==> src/rtl/uart_tx_arbiter.sv <==
// uart_tx_arbiter
//   Round-robin arbiter sharing one uart_tx core among NUM_REQ byte producers.
//   Exactly one byte is in flight at a time: a grant raises tx_start and the
//   arbiter waits for the core to report busy, then for busy to fall again,
//   before the next arbitration.
// Ports
//   clk, rst     : clock and asynchronous active-high reset
//   req_valid    : per-requester byte available
//   req_data     : byte i at req_data[8*i+7:8*i]
//   req_ready    : one-cycle pulse when byte i is accepted
//   tx_start     : start request to uart_tx, held until busy rises or timeout
//   tx_data      : byte for uart_tx, captured at grant
//   tx_busy      : uart_tx busy flag
//   grant_id     : index of requester owning the current/last byte
//   active       : high whenever the FSM is not idle
//   timeout_err  : one-cycle pulse when tx_busy never rose after tx_start
module uart_tx_arbiter #(
  parameter int NUM_REQ       = 4,
  parameter int ID_W          = 2,
  parameter int START_TIMEOUT = 256
) (
  input  logic                 clk,
  input  logic                 rst,
  input  logic [NUM_REQ-1:0]   req_valid,
  input  logic [8*NUM_REQ-1:0] req_data,
  output logic [NUM_REQ-1:0]   req_ready,
  output logic                 tx_start,
  output logic [7:0]           tx_data,
  input  logic                 tx_busy,
  output logic [ID_W-1:0]      grant_id,
  output logic                 active,
  output logic                 timeout_err
);

  localparam int CNT_W = (START_TIMEOUT > 1) ? $clog2(START_TIMEOUT) : 1;
  localparam logic [CNT_W-1:0] CNT_LAST  = CNT_W'(START_TIMEOUT - 1);
  localparam logic [ID_W-1:0]  LAST_INIT = ID_W'(NUM_REQ - 1);

  typedef enum logic [1:0] {
    IDLE,
    LAUNCH,
    SEND
  } state_t;

  state_t               state, state_next;
  logic [ID_W-1:0]      last, last_next;
  logic [CNT_W-1:0]     cnt, cnt_next;
  logic                 tx_start_next;
  logic [7:0]           tx_data_next;
  logic [ID_W-1:0]      grant_id_next;
  logic [NUM_REQ-1:0]   req_ready_next;
  logic                 timeout_err_next;

  logic                 win_found;
  logic [ID_W-1:0]      win_idx;
  logic [ID_W-1:0]      scan_idx;
  logic [7:0]           win_data;

  // Rotating priority scan: start just after the last winner and take the
  // first requester with valid set, wrapping modulo NUM_REQ.
  always_comb begin
    win_found = 1'b0;
    win_idx   = '0;
    scan_idx  = '0;
    for (int k = 1; k <= NUM_REQ; k++) begin
      scan_idx = ID_W'((int'(last) + k) % NUM_REQ);
      if (!win_found && req_valid[scan_idx]) begin
        win_found = 1'b1;
        win_idx   = scan_idx;
      end
    end
    win_data = req_data[8*int'(win_idx) +: 8];
  end

  // Next-state and registered-output logic. Request inputs are only looked at
  // in IDLE, which is what rules out a second accept while a byte is in flight.
  // The launch counter is compared before it increments, so it never wraps.
  always_comb begin
    state_next       = state;
    last_next        = last;
    cnt_next         = cnt;
    tx_start_next    = tx_start;
    tx_data_next     = tx_data;
    grant_id_next    = grant_id;
    req_ready_next   = '0;
    timeout_err_next = 1'b0;
    case (state)
      IDLE: begin
        if (!tx_busy && win_found) begin
          tx_data_next             = win_data;
          grant_id_next            = win_idx;
          last_next                = win_idx;
          req_ready_next[win_idx]  = 1'b1;
          tx_start_next            = 1'b1;
          cnt_next                 = '0;
          state_next               = LAUNCH;
        end
      end
      LAUNCH: begin
        // Busy takes precedence over an expiring timeout in the same cycle.
        if (tx_busy) begin
          tx_start_next = 1'b0;
          state_next    = SEND;
        end else if (cnt == CNT_LAST) begin
          tx_start_next    = 1'b0;
          timeout_err_next = 1'b1;
          state_next       = IDLE;
        end else begin
          cnt_next = cnt + CNT_W'(1);
        end
      end
      SEND: begin
        if (!tx_busy) begin
          state_next = IDLE;
        end
      end
      default: begin
        tx_start_next = 1'b0;
        state_next    = IDLE;
      end
    endcase
  end

  // State and output registers. Reset clears everything immediately; a frame
  // already running inside uart_tx is left alone and shows up as tx_busy.
  always_ff @(posedge clk or posedge rst) begin
    if (rst) begin
      state       <= IDLE;
      last        <= LAST_INIT;
      cnt         <= '0;
      tx_start    <= 1'b0;
      tx_data     <= '0;
      grant_id    <= '0;
      req_ready   <= '0;
      timeout_err <= 1'b0;
    end else begin
      state       <= state_next;
      last        <= last_next;
      cnt         <= cnt_next;
      tx_start    <= tx_start_next;
      tx_data     <= tx_data_next;
      grant_id    <= grant_id_next;
      req_ready   <= req_ready_next;
      timeout_err <= timeout_err_next;
    end
  end

  assign active = (state != IDLE);

endmodule

==> config.mk <==
export PLATFORM = sky130hd
export DESIGN_NAME = uart_tx_arbiter
export DESIGN_NICKNAME = d
export VERILOG_FILES = /design/src/rtl/uart_tx_arbiter.sv
export SDC_FILE = /design/constraint.sdc
export NUM_CORES = 1
export LEC_CHECK = 0
export ABC_AREA = 1
export CAP_MARGIN = 20
export CORE_MARGIN = 4
export CORE_UTILIZATION = 51
export CTS_CLUSTER_DIAMETER = 40
export DETAILED_ROUTE_END_ITERATION = 6
export PLACE_DENSITY = 0.86
export SLEW_MARGIN = 20
export SYNTH_ARGS = -nofsm -noshare
export SYNTH_HDL_FRONTEND = slang
export SYNTH_SLANG_ARGS = --single-unit
==> constraint.sdc <==
create_clock -name clk -period 3.3 [get_ports clk]
set_input_delay 0.495 -clock clk [delete_from_list [all_inputs] [get_ports clk]]
set_output_delay 0.495 -clock clk [all_outputs]
set_load 0.02 [all_outputs]
## After elaboration in Yosys (flattened, before gate mapping)

Index checks and enable logic that the tools add are counted.

| storage, ports and cells | value |
|---|---|
| flip-flop bits (word level) | 28 |
| latch bits | 0 |
| bits in writable memories | 0 |
| memory bits (read-only) | 0 |
| input port bits | 39 |
| output and inout port bits | 17 |
| logic and storage cells | 81 |
| memories | 0 |

| cells by class | value |
|---|---|
| $add $sub $neg | 5 |
| multipliers | 0 |
| div/mod/pow operators | 0 |
| order comparisons | 6 |
| eq/ne operators | 8 |
| shift-type cells | 1 |
| muxes and demuxes | 36 |
| bitwise gates (word level) | 1 |
| reductions and logical operators | 16 |

Operators by type and width:

| cell | count |
|---|---|
| variable part select 32 x 6 -> 8 bit | 1 |
| 2-to-1 mux 8 bit | 3 |
| 2-to-1 mux 2 bit | 8 |
| case mux 8 bit (2 select lines) | 1 |
| < comparator 2 x 3 -> 1 bit (second input constant) | 5 |
| 2-to-1 mux 1 bit | 15 |
| adder 8 x 1 -> 8 bit (second input constant) | 1 |
| binary-select mux 1 bit (select 2 bit) | 4 |
| equality test 8 bit (second input constant) | 1 |
| 2-to-1 mux 4 bit | 2 |
| inequality test 2 bit (second input constant) | 4 |
| case mux 2 bit (3 select lines) | 1 |
| AND reduction 3 bit | 2 |
| logical AND 1 bit | 5 |
| adder 2 x 1 -> 2 bit (second input constant) | 2 |
| adder 2 bit (second input constant) | 2 |
| logical NOT 1 bit | 4 |
| AND reduction 4 bit | 1 |
| nonzero test 2 bit | 2 |
| inequality test 3 bit (second input constant) | 1 |
| case mux 1 bit (3 select lines) | 1 |
| demux 1 bit (select 2 bit) | 1 |
| equality test 2 x 1 -> 1 bit (second input constant) | 1 |
| equality test 2 bit (second input constant) | 1 |
| 4 further kinds | 4 |

## Logic depth before layout (Yosys ltp)

Gate-level depths: netlist of run 1.

| logic depth | value |
|---|---|
| depth in word-level cells | 19 |
| depth in mapped cells | 17 |

## Worst setup path after synthesis of run 1

OpenSTA, ideal clock, no wires.

| timing path | value |
|---|---|
| path type | reg-to-reg |
| start point | register last[0] |
| end point | register tx_data[0] |
| setup time | 117 ps |
| arrival | 1763 ps |
| required time | 3183 ps |
| path slack | 1421 ps |
| cell stages (with the launch flop) | 18 |
| cells stage by stage | dfstp_2 buf_6 inv_8 nand2_1 nand2_2 nand2_2 nand2_4 inv_2 nand3_2 nand2_4 nand3_4 buf_12 nand2_2 nand2_1 nand2_1 nand2_1 nand2_1 nand2_1 |

| between the ends | value |
|---|---|
| word-level cells in the longest chain between the ends | 15 |
| elaborated cells on any way between the ends | 29 |
| those cells by class | add/sub: 4; shift: 1; mux: 16; reduce/logical: 8 |

Ends and longest elaborated chain:

| what | RTL line | text |
|---|---|---|
| start: declaration | 46 | `logic [ID_W-1:0] last, last_next;` |
| start signal: assignment | 138 | `last <= last_next;` |
| branches (longest 15 deep; another with adder 2 x 1 -> 2 bit) | - |  |
| end signal: assignment | 141 | `tx_data <= tx_data_next;` |
| end: declaration | 28 | `output logic [7:0] tx_data,` |

Parallel ways; which one is timed is not known. The select of a mux whose other input is x is not followed.
A chain may end at the register's enable or synchronous reset.

## Final worst setup path of run 1

| timing path | value |
|---|---|
| start point | register last[0] |
| end point | register req_ready[3] |

| between the ends | value |
|---|---|
| word-level cells in the longest chain between the ends | 19 |
| elaborated cells on any way between the ends | 34 |
| those cells by class | add/sub: 4; order compare: 2; mux: 20; reduce/logical: 8 |

Ends and longest elaborated chain:

| what | RTL line | text |
|---|---|---|
| adder 2 x 1 -> 2 bit | 66 | `scan_idx = ID_W'((int'(last) + k) % NUM_REQ);` |
| binary-select mux 1 bit (select 2 bit) | 67 | `if (!win_found && req_valid[scan_idx]) begin` |
| 2-to-1 mux 1 bit (not written as such) | 67 |  |
| 2-to-1 mux 1 bit | 67 |  |
| logical NOT 1 bit | 67 |  |
| logical AND 1 bit | 67 |  |
| 2-to-1 mux 1 bit | 67 |  |
| logical NOT 1 bit | 67 |  |
| [... 4 more ...] | - |  |
| 2-to-1 mux 2 bit | 67 |  |
| < comparator 2 x 3 -> 1 bit (not written as such) / >= comparator 2 x 1 -> 1 bit (equally long branches) | 93 | `req_ready_next[win_idx] = 1'b1;` |
| logical AND 1 bit (not written as such) | 93 |  |
| 2-to-1 mux 1 bit (not written as such) | 93 |  |
| demux 1 bit (select 2 bit) | 93 |  |
| 2-to-1 mux 4 bit * | 89 | `if (!tx_busy && win_found) begin` |
| 2-to-1 mux 4 bit * | 87 | `case (state)` |
| via req_ready_next[3] | 51 | `logic [NUM_REQ-1:0] req_ready_next;` |
| end signal: assignment | 143 | `req_ready <= req_ready_next;` |
| end: declaration | 26 | `output logic [NUM_REQ-1:0] req_ready,` |

The timed path passes the listed nets; every way through them passes the cells marked *. The select of a mux whose other input is x is not followed.

==> impl_table.tex, run 1 <==
\begin{tabular}{lr}
\hline
Metric & Value \\
\hline
\multicolumn{2}{l}{\textbf{Run status}} \\
\quad Status & completed \\
\multicolumn{2}{l}{\textbf{Floorplan}} \\
\quad Effective utilization at floorplan & 0.541 \\
\quad IO Pins & 56 \\
\quad Number of standard-cell rows in the floorplan & 21 \\
\quad Core region area & 0.00344 mm2 \\
\quad Die area & 0.00468 mm2 \\
\quad Die height & 68.4 um \\
\quad Die X & 68.4 um \\
\multicolumn{2}{l}{\textbf{Global route}} \\
\quad Global-route usage over all layers & 0.212 \\
\quad Number of global-route vias before repair & 1,713 \\
\quad Largest net degree at the start of global routing & 29 \\
\quad Wire length of the first global-routing pass & 7.66 mm \\
\quad Number of antenna violations at the first check in global routing & 0 \\
\quad Total congestion overflow after global routing & 0 \\
\multicolumn{2}{l}{\textbf{Timing}} \\
\quad Setup Skew & 0.00338 ns \\
\quad Final cycle utilization of the critical path & 0.717 \\
\quad Setup-violating endpoint count in the final report & 0 \\
\quad Setup repair after global routing missed its margin & false \\
\quad Period minus WS final & 2.37 ns \\
\quad Final-layout setup total negative slack & 0 ns \\
\quad Hold Fails Final Rpt & 0 \\
\quad Tightest Pin Transition & 0.938 ns \\
\quad Slew Viols, Final & 0 \\
\quad Max-slew headroom & 0.371 \\
\quad Highest clock rate & 0.423 GHz \\
\multicolumn{2}{l}{\textbf{Logic synthesis}} \\
\quad Cells after synthesis & 258 \\
\quad Post-synthesis register bit count & 28 \\
\quad Count of different cell masters after synthesis & 28 \\
\quad Mean cell area of the mapped netlist & 7.21 um2 \\
\quad Post-synthesis simple-gate area fraction & 0.475 \\
\quad Number of warnings reported in the yosys synthesis log & 0 \\
\quad Compound-gate portion of the synthesized area & 0.0383 \\
\quad Sequential-to-total area share from yosys stat & 0.378 \\
\quad Combinational family with the most area after synthesis & simple AND/OR/NAND/NOR gates \\
\quad Xor-xnor portion of the synthesized cell area & 0.0188 \\
\quad Multiplexer share of the synthesized area & 0 \\
\quad Post-synthesis share of cell area spent on full adders, half adders and majority gates & 0.00672 \\
\quad Syn Nets & 298 \\
\quad Netlist area before placement & 0.00186 mm2 \\
\multicolumn{2}{l}{\textbf{Critical path}} \\
\quad R2R Setup Slk & 0.93 ns \\
\quad R2R cell count & 10 \\
\quad Peak fanout along the critical path & 15 \\
\quad Arrival time reported for the critical path endpoint & 2.58 ns \\
\quad Worst r2r dst & req\_ready[3] \\
\quad Slowest stage cell, crit path & dfstp\_2 \\
\quad Largest delay contributor family on the critical path & simple AND/OR/NAND/NOR gates \\
\quad Required time at the worst-slack endpoint & 3.51 ns \\
\quad Startpoint types & register \\
\quad Buffer and inverter count on the worst path & 2 \\
\quad CP peak stage delay & 0.69 ns \\
\quad Nature of the critical path endpoint & register \\
\quad Kind of critical path & reg2reg \\
\quad Launching point of the worst reg2reg path & last[0] \\
\quad Critical Path, Cell by Cell & inv\_8, nand2\_1, nand3\_1, nand2\_2, nor2\_8, nand3\_1, nand3\_2, inv\_1, nand2\_1, nor2\_1 \\
\multicolumn{2}{l}{\textbf{Placement}} \\
\quad Routability congestion estimate & 0.920 \\
\quad Placed instance count & 352 \\
\quad Placed wire-length estimate after detailed placement & 3.49 mm \\
\quad Input/output buffers & 55 \\
\multicolumn{2}{l}{\textbf{CTS}} \\
\quad CTS resizes & 0 \\
\quad Clock latency reported for the late side of the worst-skew pair & 0.27 ns \\
\quad Number of H-tree branching levels & 1 \\
\quad Number of sinks on the clock net & 28 \\
\quad Post-CTS Repair Setup Buffers & 0 \\
\quad Number of hold buffers added after CTS & 0 \\
\quad Number of CTS-inserted buffers & 3 \\
\quad TritonCTS clock tree & built \\
\quad CTS max path bufs & 2 \\
\quad Clock root buffer & clkbuf\_8 \\
\quad CTS clk-pin slew, worst paths & 0.09 ns \\
\multicolumn{2}{l}{\textbf{Pwr}} \\
\quad Internal power & 1.28 mW \\
\quad Part of the total power dissipated in combinational logic & 0.689 \\
\quad Sw frac & 0.519 \\
\quad Portion of total power attributed to sequential cells & 0.211 \\
\quad Power per cell area & 1070 mW/mm2 \\
\quad Highest ir drop seen on vdd & 0.755 mV \\
\quad Static leakage & 1.26 nW \\
\quad Clock power frac & 0.100 \\
\quad Sw Pwr & 1.38 mW \\
\multicolumn{2}{l}{\textbf{Route}} \\
\quad Vias per Instance & 5.09 \\
\quad Iter 0 DRT Violations & 166 \\
\quad Wire per inst & 12.4 um \\
\quad Total vias in the final route & 1,813 \\
\quad Number of remaining DRC errors & 0 \\
\quad Initial DRT Pass Iterations & 4 \\
\quad Detailed-route wire length & 4.40 mm \\
\quad Final ANT Viol Nets & 0 \\
\multicolumn{2}{l}{\textbf{Hold path}} \\
\quad Number of cells traversed by the worst hold path & 2 \\
\quad Min-Delay Path Class & reg2reg \\
\quad Source of the worst hold timing path & tx\_data[1] \\
\quad Endpoint of the worst hold path & tx\_data[1] \\
\multicolumn{2}{l}{\textbf{Cells and area}} \\
\quad Final cell count without fillers & 356 \\
\quad Share of layout cells above drive strength 1 & 0.119 \\
\quad Antenna Cells & 0 \\
\quad Layout overhead on the synthesized area & 33.6\% \\
\quad Layout Nets & 351 \\
\multicolumn{2}{l}{\textbf{Run}} \\
\quad Max\_cap viols & 0 \\
\hline
\end{tabular}
==> through the flow <==
step           worst slack, ns  hold slack, ns  utilization  instance area, um2  total power [mW]
2_1_floorplan             1.42           0.475            -                1860              2.01
3_3_place_gp             0.811           0.468        0.702                2410              2.36
3_5_place_dp             0.716           0.467        0.702                2410              2.40
4_1_cts                  0.958           0.490        0.722                2490              2.67
5_1_grt                  0.691           0.524        0.722                2490              2.95
6_report                 0.933           0.490        0.722                2490              2.66
==> synth_stat cells <==
cell type	count	area (um2)
nand2_1	111	417
dfrtp_1	26	651
nand4_1	19	119
inv_1	18	67.6
nand2_2	16	100
nand3_1	15	75.1
nor2_1	10	37.5
buf_2	6	30.0
o21ai_0	6	30.0
inv_2	4	15.0
xor2_1	4	35.0
dfstp_2	2	52.6
nand2_4	2	22.5
nand3_2	2	20.0
nand3_4	2	35.0
nor3_1	2	10.0
o31ai_1	2	15.0
a21oi_1	1	5.00
and2_1	1	6.26
buf_12	1	20.0
buf_6	1	11.3
ha_1	1	12.5
inv_8	1	11.3
nand4_4	1	21.3
nor2_8	1	20.0
o21ai_1	1	5.00
o21ai_2	1	8.76
o21bai_1	1	7.51
==> routing by layer <==
layer / part of all wire / track usage
met5: 0 / 0
met4: 0.0093 / 0.0422
met3: 0.084 / 0.0542
met2: 0.49 / 0.359
met1: 0.42 / 0.272
==> kinds of logic (layout without fill, tap and decap cells) <==
group / Yosys count / count (layout)
AOI/OAI and AO/OA: 12 / 12
xor gates and xnor gates: 4 / 4
adders and majority gates: 1 / 1
buffers and inverters: 31 / 83
DFF: 28 / 28
and+or+nand+nor: 182 / 182
==> cells in the final DEF (no fill, tap or decap) <==
| cell type | netlist | final |
|---|---|---|
| inv_1 | 18 | 17 |
| clkinv_1 | 0 | 1 |
| buf_4 | 0 | 1 |
| nand2_2 | 16 | 16 |
| dfrtp_1 | 26 | 26 |
| nor2_1 | 10 | 10 |
| o21ai_1 | 1 | 1 |
| nor3_1 | 2 | 2 |
| inv_2 | 4 | 4 |
| o21ai_2 | 1 | 1 |
| o21ai_0 | 6 | 6 |
| nand2_4 | 2 | 2 |
| nor2_8 | 1 | 1 |
| dfstp_2 | 2 | 2 |
| clkbuf_8 | 0 | 3 |
| bufinv_16 | 0 | 1 |
| nand2_1 | 111 | 111 |
| ha_1 | 1 | 1 |
| clkdlybuf4s50_1 | 0 | 55 |
| and2_1 | 1 | 1 |
| o31ai_1 | 2 | 2 |
| nand4_4 | 1 | 1 |
| o21bai_1 | 1 | 1 |
| xor2_1 | 4 | 4 |
| inv_8 | 1 | 1 |
| nand3_2 | 2 | 2 |
| nand4_1 | 19 | 19 |
| nand3_1 | 15 | 15 |
| nand3_4 | 2 | 2 |
| a21oi_1 | 1 | 1 |
==> area by class of cell <==
cell class,instances,area [um2]
Multi-Input combinational cell,199,1000
Tap cell,46,57.6
Clock buffer,3,41.3
Timing Repair Buffer,56,558
Clock inverter,1,30.0
Inverter,23,93.8
Fill cell,282,956
Sequential cell,28,703
==> power by group through the flow <==
stage / combinational (mW) / clock [mW] / sequential, mW
after global placement: 1.79 / 0 / 0.563
after detailed placement: 1.83 / 0 / 0.569
after CTS: 1.84 / 0.266 / 0.561
final: 1.83 / 0.265 / 0.561
after global routing: 2.09 / 0.287 / 0.577
after floorplan: 1.38 / 0 / 0.626
==> worst max path at each step <==
| stage | from | endpoint | slack [ns] | depth (start not counted) |
|---|---|---|---|---|
| after floorplan | last[0] | tx_data[0] | 1.42 | 17 |
| after global placement | req_valid[2] | req_ready[3] | 0.81 | 10 |
| after detailed placement | req_valid[3] | last[0] | 0.72 | 11 |
| after CTS | last[0] | last[0] | 0.96 | 10 |
| after global routing | last[0] | last[0] | 0.69 | 10 |
| final | last[0] | req_ready[3] | 0.93 | 10 |
==> worst register-to-register path, stage by stage (launching register included) <==
cell and delay [ns]:
dfstp_2 0.69, inv_8 0.09, nand2_1 0.10, nand3_1 0.10
nand2_2 0.17, nor2_8 0.08, nand3_1 0.11, nand3_2 0.27
inv_1 0.41, nand2_1 0.17, nor2_1 0.13
==> state kept, by name (all words and copies together) (netlist names) <==
name,cells
cnt,8
tx_start,1
grant_id,2
req_ready,4
timeout_err,1
last,2
tx_data,8
state,2
No activity file was read; power rests on OpenSTA's default activity.
==> inputs of run 2 (changes only) <==
- CORE_UTILIZATION: 51 -> 47
- PLACE_DENSITY: 0.86 -> 0.8
- clock period: 3.3 -> 2.4 ns (I/O delays scaled with it)
==> impl_table.tex, run 2 (synthesis results as in run 1) <==
\begin{tabular}{lr}
\hline
Metric & Value \\
\hline
\multicolumn{2}{l}{\textbf{Critical path}} \\
\quad Buffer and inverter count on the worst path & 3 (+1) \\
\quad Startpoint types & register \\
\quad Cell type with the highest occurrence count on the critical path & nand2\_1 \\
\quad R2R Setup Slk & 0.26 ns (-0.67 ns) \\
\quad Largest delay contributor family on the critical path & simple AND/OR/NAND/NOR gates \\
\quad Critical Path, Cell by Cell & inv\_8, nand2\_1, nand2\_2, nand2\_2, nand2\_4, nor2\_8, nand3\_1, nand3\_1, inv\_1, nand2\_1, buf\_4, nand2\_1, nand2\_1, nand2\_1, nand2\_1 \\
\quad Arrival time reported for the critical path endpoint & 2.36 ns (-0.22 ns) \\
\quad Kind of critical path & reg2reg \\
\quad Required time at the worst-slack endpoint & 2.62 ns (-0.89 ns) \\
\quad Worst r2r dst & tx\_data[6] \\
\quad Peak fanout along the critical path & 10 (-5) \\
\quad R2R cell count & 15 (+5) \\
\quad Slowest stage cell, crit path & dfstp\_2 \\
\quad CP peak stage delay & 0.68 ns (about the same) \\
\quad Launching point of the worst reg2reg path & last[0] \\
\quad Nature of the critical path endpoint & register \\
\multicolumn{2}{l}{\textbf{Timing}} \\
\quad Final-layout setup total negative slack & 0 ns (unchanged) \\
\quad Period minus WS final & 2.14 ns (-0.229 ns) \\
\quad Setup-violating endpoint count in the final report & 0 (unchanged) \\
\quad Highest clock rate & 0.468 GHz (+11\%) \\
\quad Setup Skew & 0.00885 ns (+0.00547 ns) \\
\quad Slew Viols, Final & 0 (unchanged) \\
\quad Setup repair after global routing missed its margin & false \\
\quad Final cycle utilization of the critical path & 0.891 (+0.174) \\
\quad Tightest Pin Transition & 0.348 ns (-0.590 ns) \\
\quad Max-slew headroom & 0.768 (+0.397) \\
\quad Hold Fails Final Rpt & 0 (unchanged) \\
\multicolumn{2}{l}{\textbf{Global route}} \\
\quad Total congestion overflow after global routing & 0 (unchanged) \\
\quad Number of antenna violations at the first check in global routing & 0 (unchanged) \\
\quad Wire length of the first global-routing pass & 7.48 mm (-2.4\%) \\
\quad Largest net degree at the start of global routing & 29 (unchanged) \\
\quad Global-route usage over all layers & 0.180 (-0.0324) \\
\quad Number of global-route vias before repair & 1,724 (+0.64\%) \\
\multicolumn{2}{l}{\textbf{Pwr}} \\
\quad Design Power & 3.62 mW (+36\%) \\
\quad Highest ir drop seen on vdd & 1.19 mV (+58\%) \\
\quad Power per cell area & 1450 mW/mm2 (+35\%) \\
\quad Static leakage & 1.28 nW (+1.5\%) \\
\multicolumn{2}{l}{\textbf{Cells and area}} \\
\quad Layout Nets & 357 (+1.7\%) \\
\quad Antenna Cells & 0 (unchanged) \\
\quad Layout overhead on the synthesized area & 34.8\% \\
\quad Final cell count without fillers & 364 (+2.2\%) \\
\quad Commonest non-fill, non-tap cell in the layout & nand2\_1 \\
\quad Registers with the most flip-flops & cnt: 8 flops, tx\_data: 8 flops, req\_ready: 4 flops \\
\quad Share of layout cells above drive strength 1 & 0.133 (+0.0136) \\
\quad Most used cells in the layout excluding fill and tap cells & nand2\_1, clkdlybuf4s50\_1, dfrtp\_1, nand4\_1, inv\_1 \\
\multicolumn{2}{l}{\textbf{Floorplan}} \\
\quad Effective utilization at floorplan & 0.497 (-0.0435) \\
\quad Die height & 70.9 um (+3.7\%) \\
\quad Number of standard-cell rows in the floorplan & 22 (+4.8\%) \\
\quad Die area & 0.00503 mm2 (+7.5\%) \\
\quad Core region area & 0.00374 mm2 (+8.8\%) \\
\quad Die X & 70.9 um (+3.7\%) \\
\quad IO Pins & 56 (unchanged) \\
\multicolumn{2}{l}{\textbf{CTS}} \\
\quad Post-CTS Repair Setup Buffers & 0 (unchanged) \\
\quad Clock root buffer & clkbuf\_8 \\
\quad CTS clk-pin slew, worst paths & 0.09 ns (about the same) \\
\quad CTS max path bufs & 2 (unchanged) \\
\quad Number of sinks on the clock net & 28 (unchanged) \\
\quad Number of H-tree branching levels & 1 (unchanged) \\
\quad CTS resizes & 0 (unchanged) \\
\quad Number of CTS-inserted buffers & 3 (unchanged) \\
\quad Clock latency reported for the late side of the worst-skew pair & 0.27 ns (about the same) \\
\quad Number of hold buffers added after CTS & 0 (unchanged) \\
\quad TritonCTS clock tree & built \\
\multicolumn{2}{l}{\textbf{Route}} \\
\quad Initial DRT Pass Iterations & 4 (unchanged) \\
\quad Vias per Instance & 5.11 (+0.28\%) \\
\quad Total vias in the final route & 1,859 (+2.5\%) \\
\quad Final ANT Viol Nets & 0 (unchanged) \\
\quad Number of remaining DRC errors & 0 (unchanged) \\
\quad Wire per inst & 12.1 um (-1.9\%) \\
\quad Detailed-route wire length & 4.42 mm (+0.34\%) \\
\quad Iter 0 DRT Violations & 149 (-10\%) \\
\multicolumn{2}{l}{\textbf{Hold path}} \\
\quad Min-Delay Path Class & in2async \\
\multicolumn{2}{l}{\textbf{Run status}} \\
\quad Status & completed \\
\multicolumn{2}{l}{\textbf{Placement}} \\
\quad Placed instance count & 360 (+2.3\%) \\
\quad Input/output buffers & 55 (unchanged) \\
\quad Placed wire-length estimate after detailed placement & 3.55 mm (+1.7\%) \\
\quad Routability congestion estimate & 0.804 (-13\%) \\
\multicolumn{2}{l}{\textbf{Run}} \\
\quad Max\_cap viols & 0 (unchanged) \\
\hline
\end{tabular}
[run 2: area by class of cell]
class	instances	area (um2)
fillers	336	1240
repair buffers	62	603
clock buffers	4	45.0
inverters	23	93.8
well taps	48	60.1
flip-flops and latches	28	703
multi-input cells	199	1000
[run 2: how the worst max path moves through the flow]
stage / startpoint / slack, ns / depth (start not counted) / to
finish: last[0] / 0.26 / 15 / tx_data[6]
global route: last[0] / 0.05 / 15 / tx_data[3]
floorplan: last[0] / 0.52 / 17 / tx_data[0]
detailed placement: req_valid[3] / 0.18 / 14 / tx_data[5]
global placement: req_valid[3] / 0.22 / 15 / tx_data[6]
CTS: last[0] / 0.27 / 15 / tx_data[6]
[run 2: metrics by stage]
stage / utilization / hold WS, ns / setup WS [ns] / instance area, um2
floorplan: - / 0.424 / 0.521 / 1860
global placement: 0.658 / 0.465 / 0.215 / 2460
detailed placement: 0.658 / 0.469 / 0.175 / 2460
CTS: 0.670 / 0.449 / 0.270 / 2510
global route: 0.670 / 0.473 / 0.0485 / 2510
finish: 0.670 / 0.434 / 0.262 / 2510
[run 2: worst register-to-register path, delay by kind of cell (launching register included)]
kind,cells,cell delay [ns]
and+or+nand+nor,12,1.08
DFF,1,0.68
buffers and inverters,3,0.33
[run 2: layer usage]
layer,up-vias,routed length [um],global-route usage
li1,947,-,-
met1,840,1860,0.224
met2,68,2130,0.311
met3,4,388,0.0497
met4,0,34,0.0376
met5,-,0,0
[run 2: where the power goes]
part	internal [mW]	switching (mW)
Clock	0.119	0.136
Sequential	0.645	0.119
Combinational	0.952	1.65
Total	1.72	1.91
==> inputs of run 3 (changes only) <==
- SKIP_CTS_REPAIR_TIMING: default -> 1
- SKIP_LAST_GASP: default -> 1
==> results of run 3 <==
No change in the layout: final DEF, timing and power equal those of run 2.
